**src/rtl/imem_boot_loader_pkg.sv**
```systemverilog
// Shared definitions for the boot-loadable instruction memory: NOP word, FSM states,
// fetch response bundle and the address legality rule used by both fetch and load paths.
package imem_boot_loader_pkg;

  localparam logic [31:0] NOP_WORD_DEFAULT = 32'h0000_0013;

  typedef enum logic {
    ST_BOOT = 1'b0,
    ST_RUN  = 1'b1
  } boot_state_e;

  typedef struct packed {
    logic [31:0] data;
    logic        valid;
    logic        fault;
  } fetch_rsp_t;

  // Callers zero-extend their byte address to 64 bits so the range compare is
  // done at full width and a large address can never alias back into the array.
  function automatic logic addr_ok(input logic [63:0] byte_addr,
                                   input int unsigned depth_words);
    return (byte_addr[1:0] == 2'b00) && ((byte_addr >> 2) < 64'(depth_words));
  endfunction

endpackage

```
**src/rtl/imem_boot_fsm.sv**
```systemverilog
// Load-then-run controller: owns the BOOT/RUN state, the saturating load counter
// and the sticky dropped-word flag, and issues the array write enable.
module imem_boot_fsm
  import imem_boot_loader_pkg::*;
#(
  parameter int unsigned DEPTH_WORDS = 64,
  parameter int unsigned CNT_W       = $clog2(DEPTH_WORDS + 1)
) (
  input  logic             clk,
  input  logic             reset,
  input  logic             ld_valid_i,
  input  logic             ld_addr_ok_i,
  input  logic             ld_last_i,
  input  logic             reload_i,
  output boot_state_e      state_o,
  output logic             ld_ready_o,
  output logic             boot_done_o,
  output logic             ld_err_o,
  output logic [CNT_W-1:0] ld_count_o,
  output logic             wr_en_o
);

  localparam logic [CNT_W-1:0] CNT_MAX = CNT_W'(DEPTH_WORDS);

  boot_state_e      state_q, state_d;
  logic [CNT_W-1:0] cnt_q, cnt_d;
  logic             err_q, err_d;

  // NOTE: state registers use non-blocking assignments so every flop samples
  // the pre-edge value of every other flop, independent of block ordering.
  always_ff @(posedge clk) begin
    if (reset) begin
      state_q <= ST_BOOT;
      cnt_q   <= '0;
      err_q   <= 1'b0;
    end else begin
      state_q <= state_d;
      cnt_q   <= cnt_d;
      err_q   <= err_d;
    end
  end

  // NOTE: every output of this block is given a default first, so no path
  // leaves a variable unassigned and no latch is inferred.
  always_comb begin
    state_d = state_q;
    cnt_d   = cnt_q;
    err_d   = err_q;
    wr_en_o = 1'b0;
    case (state_q)
      ST_BOOT: begin
        if (ld_valid_i) begin
          if (ld_addr_ok_i) begin
            wr_en_o = !reset;
            cnt_d   = (cnt_q == CNT_MAX) ? cnt_q : cnt_q + CNT_W'(1);
          end else begin
            err_d = 1'b1;
          end
          // A dropped final beat still ends the image.
          if (ld_last_i) state_d = ST_RUN;
        end
      end
      ST_RUN: begin
        if (reload_i) begin
          state_d = ST_BOOT;
          cnt_d   = '0;
          err_d   = 1'b0;
        end
      end
    endcase
  end

  assign state_o     = state_q;
  assign ld_ready_o  = (state_q == ST_BOOT);
  assign boot_done_o = (state_q == ST_RUN);
  assign ld_err_o    = err_q;
  assign ld_count_o  = cnt_q;

endmodule

```
**src/rtl/imem_boot_loader.sv**
```systemverilog
// Instruction memory for the RV32I core with a run-time boot-load port, fault
// detection on fetch and a generate-selected combinational or registered read.
module imem_boot_loader
  import imem_boot_loader_pkg::*;
#(
  parameter int unsigned DEPTH_WORDS  = 64,
  parameter int unsigned ADDR_W       = 32,
  parameter int unsigned READ_LATENCY = 0,
  parameter logic [31:0] NOP_WORD     = NOP_WORD_DEFAULT
) (
  input  logic                                 clk,
  input  logic                                 reset,
  input  logic [ADDR_W-1:0]                    pc,
  input  logic                                 fetch_req,
  output logic [31:0]                          instruction_code,
  output logic                                 instr_valid,
  output logic                                 fetch_fault,
  input  logic                                 ld_valid,
  output logic                                 ld_ready,
  input  logic [ADDR_W-1:0]                    ld_addr,
  input  logic [31:0]                          ld_data,
  input  logic                                 ld_last,
  input  logic                                 reload,
  output logic                                 boot_done,
  output logic                                 ld_err,
  output logic [$clog2(DEPTH_WORDS + 1)-1:0]   ld_count
);

  localparam int unsigned IDX_W = (DEPTH_WORDS > 1) ? $clog2(DEPTH_WORDS) : 1;

  boot_state_e      state;
  logic             wr_en;
  logic             ld_ok, fetch_ok;
  logic [IDX_W-1:0] ld_idx, fetch_idx;
  logic [31:0]      mem_q [DEPTH_WORDS];
  fetch_rsp_t       rsp_now;

  assign ld_ok     = addr_ok(64'(ld_addr), DEPTH_WORDS);
  assign fetch_ok  = addr_ok(64'(pc), DEPTH_WORDS);
  assign ld_idx    = ld_addr[IDX_W+1:2];
  assign fetch_idx = pc[IDX_W+1:2];

  imem_boot_fsm #(
    .DEPTH_WORDS (DEPTH_WORDS),
    .CNT_W       ($clog2(DEPTH_WORDS + 1))
  ) u_fsm (
    .clk          (clk),
    .reset        (reset),
    .ld_valid_i   (ld_valid),
    .ld_addr_ok_i (ld_ok),
    .ld_last_i    (ld_last),
    .reload_i     (reload),
    .state_o      (state),
    .ld_ready_o   (ld_ready),
    .boot_done_o  (boot_done),
    .ld_err_o     (ld_err),
    .ld_count_o   (ld_count),
    .wr_en_o      (wr_en)
  );

  // NOTE: the array has no reset branch on purpose: a loaded image must survive
  // reset, and leaving it out lets the storage map onto plain RAM.
  always_ff @(posedge clk) begin
    if (wr_en) mem_q[ld_idx] <= ld_data;
  end

  always_comb begin
    rsp_now = '{data: NOP_WORD, valid: 1'b0, fault: 1'b0};
    if (fetch_req && (state == ST_RUN)) begin
      if (fetch_ok) begin
        rsp_now.data  = mem_q[fetch_idx];
        rsp_now.valid = 1'b1;
      end else begin
        rsp_now.fault = 1'b1;
      end
    end
  end

  generate
    if (READ_LATENCY == 0) begin : g_comb_read
      assign instruction_code = rsp_now.data;
      assign instr_valid      = rsp_now.valid;
      assign fetch_fault      = rsp_now.fault;
    end else begin : g_reg_read
      fetch_rsp_t rsp_q, rsp_d;

      // Flags follow every cycle; the word only updates on a request so it holds when idle.
      always_comb begin
        rsp_d       = rsp_q;
        rsp_d.valid = rsp_now.valid;
        rsp_d.fault = rsp_now.fault;
        if (fetch_req) rsp_d.data = rsp_now.data;
      end

      always_ff @(posedge clk) begin
        if (reset) rsp_q <= '{data: NOP_WORD, valid: 1'b0, fault: 1'b0};
        else       rsp_q <= rsp_d;
      end

      assign instruction_code = rsp_q.data;
      assign instr_valid      = rsp_q.valid;
      assign fetch_fault      = rsp_q.fault;
    end
  endgenerate

endmodule
```
**config.mk**
```make
export PLATFORM = sky130hd
export DESIGN_NAME = imem_boot_loader
export DESIGN_NICKNAME = d
export VERILOG_FILES = /design/src/rtl/imem_boot_loader_pkg.sv /design/src/rtl/imem_boot_fsm.sv /design/src/rtl/imem_boot_loader.sv
export SDC_FILE = /design/constraint.sdc
export NUM_CORES = 2
export LEC_CHECK = 0
export CAP_MARGIN = 5
export CORE_ASPECT_RATIO = 0.8
export CORE_MARGIN = 5
export CORE_UTILIZATION = 60
export CTS_BUF_LIST = sky130_fd_sc_hd__clkbuf_16
export DETAILED_ROUTE_END_ITERATION = 7
export PLACE_DENSITY = 0.81
export SYNTH_ARGS = -nofsm -noshare
export SYNTH_HDL_FRONTEND = slang
export SYNTH_HIERARCHICAL = 1
export SYNTH_SLANG_ARGS = --single-unit
```
**constraint.sdc**
```tcl
create_clock -name clk -period 8.83 [get_ports clk]
set_clock_uncertainty 0.15 [all_clocks]
set_input_delay 1.766 -clock clk [delete_from_list [all_inputs] [get_ports clk]]
set_output_delay 1.766 -clock clk [all_outputs]
set_load 0.05 [all_outputs]
```
* Yosys cells after proc, flatten, opt, wreduce, memory -nomap -nowiden
Memory sizes are Yosys's and may differ from the RTL's.
Index checks and enable logic that the tools add are counted.
** Word-level totals
- Bits of input ports :: 102
- Memories kept :: 1
- RAM bits :: 2048
- Logic and storage cells :: 43
- Output and inout port bits :: 44
- Register bits :: 9
** Memories
- mem_q :: words 64, bits a word 32, rd ports 1, clocked after Yosys merged registers in 0, write ports 1, RTL line imem_boot_loader.sv:35 : logic [31:0] mem_q [DEPTH_WORDS];
** Cells by class
- Add/sub/neg operators :: 1
- Multiplexer cells :: 21
- Reduce and logical (&&, ||, !) cells :: 8
- Eq/ne operators :: 6
- Bitwise logic cells :: 1
- Magnitude comparators :: 2
** Operators with widths (number)
- $lt 30x7->1 const B :: 2
- $mux 34 :: 1
- $mux 33 :: 1
- $mux 7 :: 4
- $pmux 7 s2 :: 1
- $mux 1 :: 12
- $ne 2x2->1 const B :: 4
- $add 7x1->7 const B :: 1
- $eq 7x7->1 const B :: 1
- $logic_not 2->1 :: 2
- $pmux 1 s2 :: 2
- $reduce_and 4->1 :: 1
- $logic_and 1x1->1 :: 3
- $reduce_and 3->1 :: 1
- $ne 2x1->1 const B :: 1
- $logic_not 1->1 :: 1
- $not 1->1 :: 1

* Depth between registers and ports, before layout
- Depth after elaboration :: 7
- Gate-level depth with buffers :: 12
- Mapped depth without buffers :: 8

* Hierarchy
The synthesis kept the hierarchy.
** By module, submodules not included
- imem_boot_loader :: seq. area each 61499.0 µm², area each 78821.8 µm², cells each 3434, instances 1
- imem_boot_fsm :: seq. area each 180.2 µm², area each 560.5 µm², cells each 65, instances 1

* Worst setup path before layout
OpenSTA, ideal clock, no wires.
- Path type :: input to output
- Start :: input port pc[1]
- End :: output port instruction_code[21]
- Required time :: 6914 ps
- Stages on the path :: 8
- Data arrival time :: 4856 ps
- Buffers on the path :: 1
- Slack :: 2058 ps
- Cell sequence :: nor4_1 nand4_1 nor2_1 nand3_1 inv_1 clkbuf_1 o31ai_1 nor4_1
** Between the ends
- Longest elaborated chain between the ends :: 4
** RTL lines
- start, declared :: RTL line imem_boot_loader.sv:13 : input logic [ADDR_W-1:0] pc,
- $logic_not 2->1 :: RTL line imem_boot_loader_pkg.sv:22 : return (byte_addr[1:0] == 2'b00) && ((byte_addr >> 2) < 64'(depth_words));
- $logic_and 1x1->1 :: RTL line imem_boot_loader_pkg.sv:22
- $mux 33 :: RTL line imem_boot_loader.sv:70 : if (fetch_ok) begin
- $mux 34 :: RTL line imem_boot_loader.sv:69 : if (fetch_req && (state == ST_RUN)) begin
- end, declared :: RTL line imem_boot_loader.sv:15 : output logic [31:0] instruction_code,
Every way passes these cells.

* Worst setup path after layout
- Start :: input port pc[4]
- End :: output port instruction_code[15]
** Between the ends
- Longest elaborated chain between the ends :: 4
- Elaborated cells on any way between the ends :: 5
- Classes of those cells :: order compare (1); mux (2); reduce/logical (1); memory (1)
** RTL lines (RTL line)
- $lt 30x7->1 :: imem_boot_loader_pkg.sv:22
- $logic_and 1x1->1 :: imem_boot_loader_pkg.sv:22
- $mux 33 * :: imem_boot_loader.sv:70
- $mux 34 * :: imem_boot_loader.sv:69
Every way passes the cells marked *; elsewhere a longest branch is shown, timed or not.

==> reports/results.txt <==
The count of hold buffers inserted by post-cts repair was 0; the XOR/XNOR share of the synthesized area was 0%. The tools report the required time of the worst setup path as 6.91 ns. The biggest area consumer among synthesized cells is sky130_fd_sc_hd__edfxtp_1. The flow ran to the end, and the final reports show no timing, DRC or antenna violations.

The area used by multi-input combinational logic is 0.01686 mm^2. Summed over all nets, wire length on met3 after detailed routing comes to 34050 um. After Yosys synthesis, full adders, half adders and majority gates account for 0.03152% of the synthesized area.

The run gives 1.144 ns as the post-place setup slack. Number of design-rule violations left by the first detailed-router iteration: 7895. The tools report the hold path startpoint as u_fsm/ld_count_o[6]$_SDFFE_PP0P_.

After layout, the minimum clock period comes to 7.767 ns. In the synthesized netlist, mux cells make up 16.14% of the area. The worst reg-to-reg setup slack came out at 4.79 ns. The largest single stage delay on the critical path is 0.90 ns. Final hold violation count: 0. The capturing instance or port of the critical path is instruction_code[15]. For this run the aggregate overflow at the end of global routing stands at 0. The tools report the startpoint of the most critical register-to-register path as u_fsm/boot_done_o$_SDFF_PP0_. The synthesis-to-layout area growth was 11.81%; the transition at the pin with the smallest max-transition slack was 1.307 ns. Sorting the synthesized cells by area gives the leading types as sky130_fd_sc_hd__edfxtp_1, sky130_fd_sc_hd__mux4_2, sky130_fd_sc_hd__mux2i_1.

The die outline area was 0.1397 mm^2. Using the TritonRoute via totals, the vias-per-cell ratio works out to 7.220. The netlist uses 67 different library cells. The tools report the maximum count of clock buffers along a single path as 3.

The number of CTS-inserted buffers was 177; the global-route wire length before repair was 305300 um. The logs give 77.70% for the fraction of the yosys area taken by sequential cells and 27.59 nW for the static leakage power. Max-cap violations in this run came to 0. Detailed placement finished with a half-perimeter wire length of 115400 um. Summed over its instances, the top area cell type makes up 77.47% of the synthesized netlist area.

Startpoint type of the worst setup path: an input port. Among the stages of the critical path, the cell type that occurs most often is sky130_fd_sc_hd__a21oi_1. Clock-pin slew was measured on the worst setup and hold paths at 0.06 ns. The run gives 31.21% as the global routing usage summed across all routing layers. In this run, synthesis inferred 2048 flip-flops with an integrated enable.

Setup repair after global routing left no endpoint under its margin. The net count after synthesis is 3603. The level count of the clock H-tree is 4, and the slack of the critical path is 1.063 ns. The min-delay analysis places its worst path in the category flip-flop to flip-flop. The count of nets left with antenna violations once routing finished came out at 0. The area fraction in compound gates after synthesis is 2.449%, and the initial core utilization is 60.38%.

For the sequential cell area, the log shows 0.06168 mm^2. The net count of the finished layout is 3870. Of all flip-flops after synthesis, the portion carrying an async set or reset was 0%. For the achievable frequency, the log shows 128.7 MHz. The cell row count came out at 119. The uppermost layer routed is met5. The cell with the largest stage delay on the worst path is sky130_fd_sc_hd__clkdlybuf4s50_1. The routed length on met2 was 100200 um; the die boundary width was 416.7 um.

Adding up every negative setup slack in the final design gives 0 ns. Combinational family with the most area after synthesis: multiplexers. The number of flip-flops and latches in the synthesized netlist is 2057, and the top-level port count is 146.

For the CTS sink count, the log shows 2057. The number of global-route vias before repair came out at 41.87k. The cell area after technology mapping came out at 0.07938 mm^2. After synthesis, the mean cell area works out to 22.69 um^2.

The root buffer cell is sky130_fd_sc_hd__clkbuf_16. For the quantity of gates resized following cts, the log shows 0. The synthesized instance count came out at 3499.

The area inside the core boundary came out at 0.1315 mm^2. The first TritonRoute pass finished after 6 iterations. The tools report the destination of the worst register-to-register timing path as mem_q[46][6]$_DFFE_PP_.

From bottom edge to top edge, the die measures 335.3 um. Final estimated routing congestion in global placement: 0.8216. After detailed routing, the wire length on met1 is 71460 um. The critical path startpoint is pc[4]. Dividing the detail-routed wire length by the instance count gives 38.27 um. The signal on the critical path passes through buf_6, inv_4, nor2_4, buf_4, a22oi_1, a21oi_1, a21oi_1, a21oi_1, clkdlybuf4s50_1. For the pin count of the biggest net entering global routing, the log shows 85. The start-to-end type of the worst setup path is input port to primary output. Setup violations remaining at the end of the flow were counted as 0. The number of design rule violations left after detail routing was 0; the area of all placed cells without fillers was 0.08876 mm^2. The layout filler cell count was 7623. The highest fanout seen on the critical path is 47, and the detailed-route via count is 40.86k. The later pin in the worst-skew pair is clocked with a latency of 0.77 ns.

Power spread over the standard cell area amounts to 215.2 mW/mm^2. The tools report the worst max-slew margin expressed relative to the limit as 12.68%. The most instantiated flip-flop cell in the synthesis netlist was sky130_fd_sc_hd__edfxtp_1. Count of final max-slew check failures: 0.

In the synthesized netlist, the cells that appear most often are sky130_fd_sc_hd__edfxtp_1, sky130_fd_sc_hd__mux4_2, sky130_fd_sc_hd__nor2_1, sky130_fd_sc_hd__mux2i_1, sky130_fd_sc_hd__nand2_1. The share of the clock period used by the worst path after layout is 87.97%, and the post-detailed-placement cell area is 0.08334 mm^2. Library cell with the highest instance count after synthesis: sky130_fd_sc_hd__edfxtp_1. The logs give 7 for the initial antenna violation count and 6 for the number of warnings reported in the yosys synthesis log. The setup fix buffers added after clock tree synthesis is 0, and the worst voltage drop across the vdd grid is 202.8 uV. Buffers placed on the I/O ports in this run total 145. Counting cells, the worst reg-to-reg path comes to 7. The post-synthesis simple-gate area fraction came out at 1.969%.

After detailed routing, the total wire length is 216600 um. For the worst setup path, the data arrival time is 5.85 ns. Capturing element type of the critical path: a primary output. TritonCTS built the clock tree. In the final layout, the share of cells above drive strength 1 is 26.34%.
## critical path: cells and delay by family
kind / cells / cell delay, ns
AOI/OAI and AO/OA: 4 / 1.03
buffers and inverters: 4 / 2.09
and+or+nand+nor: 1 / 0.88
## flip-flops by register name, indices dropped and copies added (netlist names)
name	flops
mem_q	2048
u_fsm/ld_count_o	7
u_fsm/boot_done_o	1
u_fsm/ld_err_o	1
## through the flow
stage	cells	total power [mW]	hold slack (ns)	utilization [%]
2_1_floorplan	3499	11.45	0.5364	-
3_3_place_gp	5341	11.80	0.3345	63.39
3_5_place_dp	5341	11.82	0.3308	63.39
4_1_cts	5653	19.13	0.3455	67.50
5_1_grt	5655	19.61	0.3904	67.50
6_report	5659	19.10	0.3529	67.51
## cell type report
cell class / instances / area share [%]
diodes: 6 / 0.01692
clock buffers: 181 / 5.103
clock inverters: 131 / 0.9868
inverters: 8 / 0.03665
multi-input cells: 1236 / 18.99
flip-flops and latches: 2057 / 69.49
well taps: 1754 / 2.473
repair buffers: 286 / 2.900
## routing by layer
| layer | track usage (%) | vias up |
|---|---|---|
| met4 | 13.71 | 4 |
| met5 | 0 | - |
| met1 | 43.31 | 20910 |
| met2 | 47.30 | 3863 |
| li1 | - | 15450 |
| met3 | 9.027 | 634 |
## cell usage in the layout, fill, tap and decap left out, types with 9 or more instances in the layout
| master | count |
|---|---|
| sky130_fd_sc_hd__nand2_1 | 75 |
| sky130_fd_sc_hd__nor2_1 | 67 |
| sky130_fd_sc_hd__edfxtp_1 | 2048 |
| sky130_fd_sc_hd__mux2_2 | 18 |
| sky130_fd_sc_hd__a31oi_1 | 17 |
| sky130_fd_sc_hd__mux4_2 | 511 |
| sky130_fd_sc_hd__buf_2 | 33 |
| sky130_fd_sc_hd__nand3_1 | 24 |
| sky130_fd_sc_hd__clkdlybuf4s50_1 | 106 |
| sky130_fd_sc_hd__buf_4 | 126 |
| sky130_fd_sc_hd__o21ai_0 | 28 |
| sky130_fd_sc_hd__nor3_1 | 21 |
| sky130_fd_sc_hd__a221oi_1 | 21 |
| sky130_fd_sc_hd__clkbuf_16 | 181 |
| sky130_fd_sc_hd__nor4_1 | 16 |
| sky130_fd_sc_hd__buf_12 | 18 |
| sky130_fd_sc_hd__bufinv_16 | 11 |
| sky130_fd_sc_hd__clkinv_1 | 53 |
| sky130_fd_sc_hd__dfxtp_1 | 9 |
| sky130_fd_sc_hd__nor2b_1 | 15 |
| sky130_fd_sc_hd__inv_1 | 37 |
| sky130_fd_sc_hd__mux2i_1 | 92 |
| sky130_fd_sc_hd__nor2_4 | 64 |
| sky130_fd_sc_hd__a21oi_1 | 47 |
| sky130_fd_sc_hd__a22oi_1 | 51 |
| sky130_fd_sc_hd__o22ai_1 | 23 |
| sky130_fd_sc_hd__clkinv_2 | 22 |
| sky130_fd_sc_hd__a211oi_1 | 15 |
## report_power, final
| group | switching [mW] | leakage, nW | internal, mW | total [mW] |
|---|---|---|---|---|
| registers | 0.00113 | 18.5 | 10.7 | 10.7 |
| clock network | 3.44 | 2.76 | 4.02 | 7.46 |
| logic | 0.561 | 6.36 | 0.343 | 0.904 |
| total | 4.00 | 27.6 | 15.1 | 19.1 |
## how the worst min path moves through the flow
stage,endpoint,depth (start not counted),slack [ns]
finish,u_fsm/ld_count_o[6]$_SDFFE_PP0P_,1,0.35
global route,u_fsm/ld_count_o[6]$_SDFFE_PP0P_,1,0.39
CTS,u_fsm/ld_count_o[6]$_SDFFE_PP0P_,1,0.35
detailed placement,u_fsm/ld_count_o[6]$_SDFFE_PP0P_,1,0.33
global placement,u_fsm/ld_count_o[6]$_SDFFE_PP0P_,1,0.33
floorplan,u_fsm/ld_count_o[6]$_SDFFE_PP0P_,1,0.54
## cell families after synthesis
logic type | count (synthesis)
AOI/OAI and AO/OA | 272
DFF | 2057
buffers and inverters | 206
adders and majority gates | 2
muxes | 628
and+or+nand+nor | 334
(Power assumes the default switching activity.)
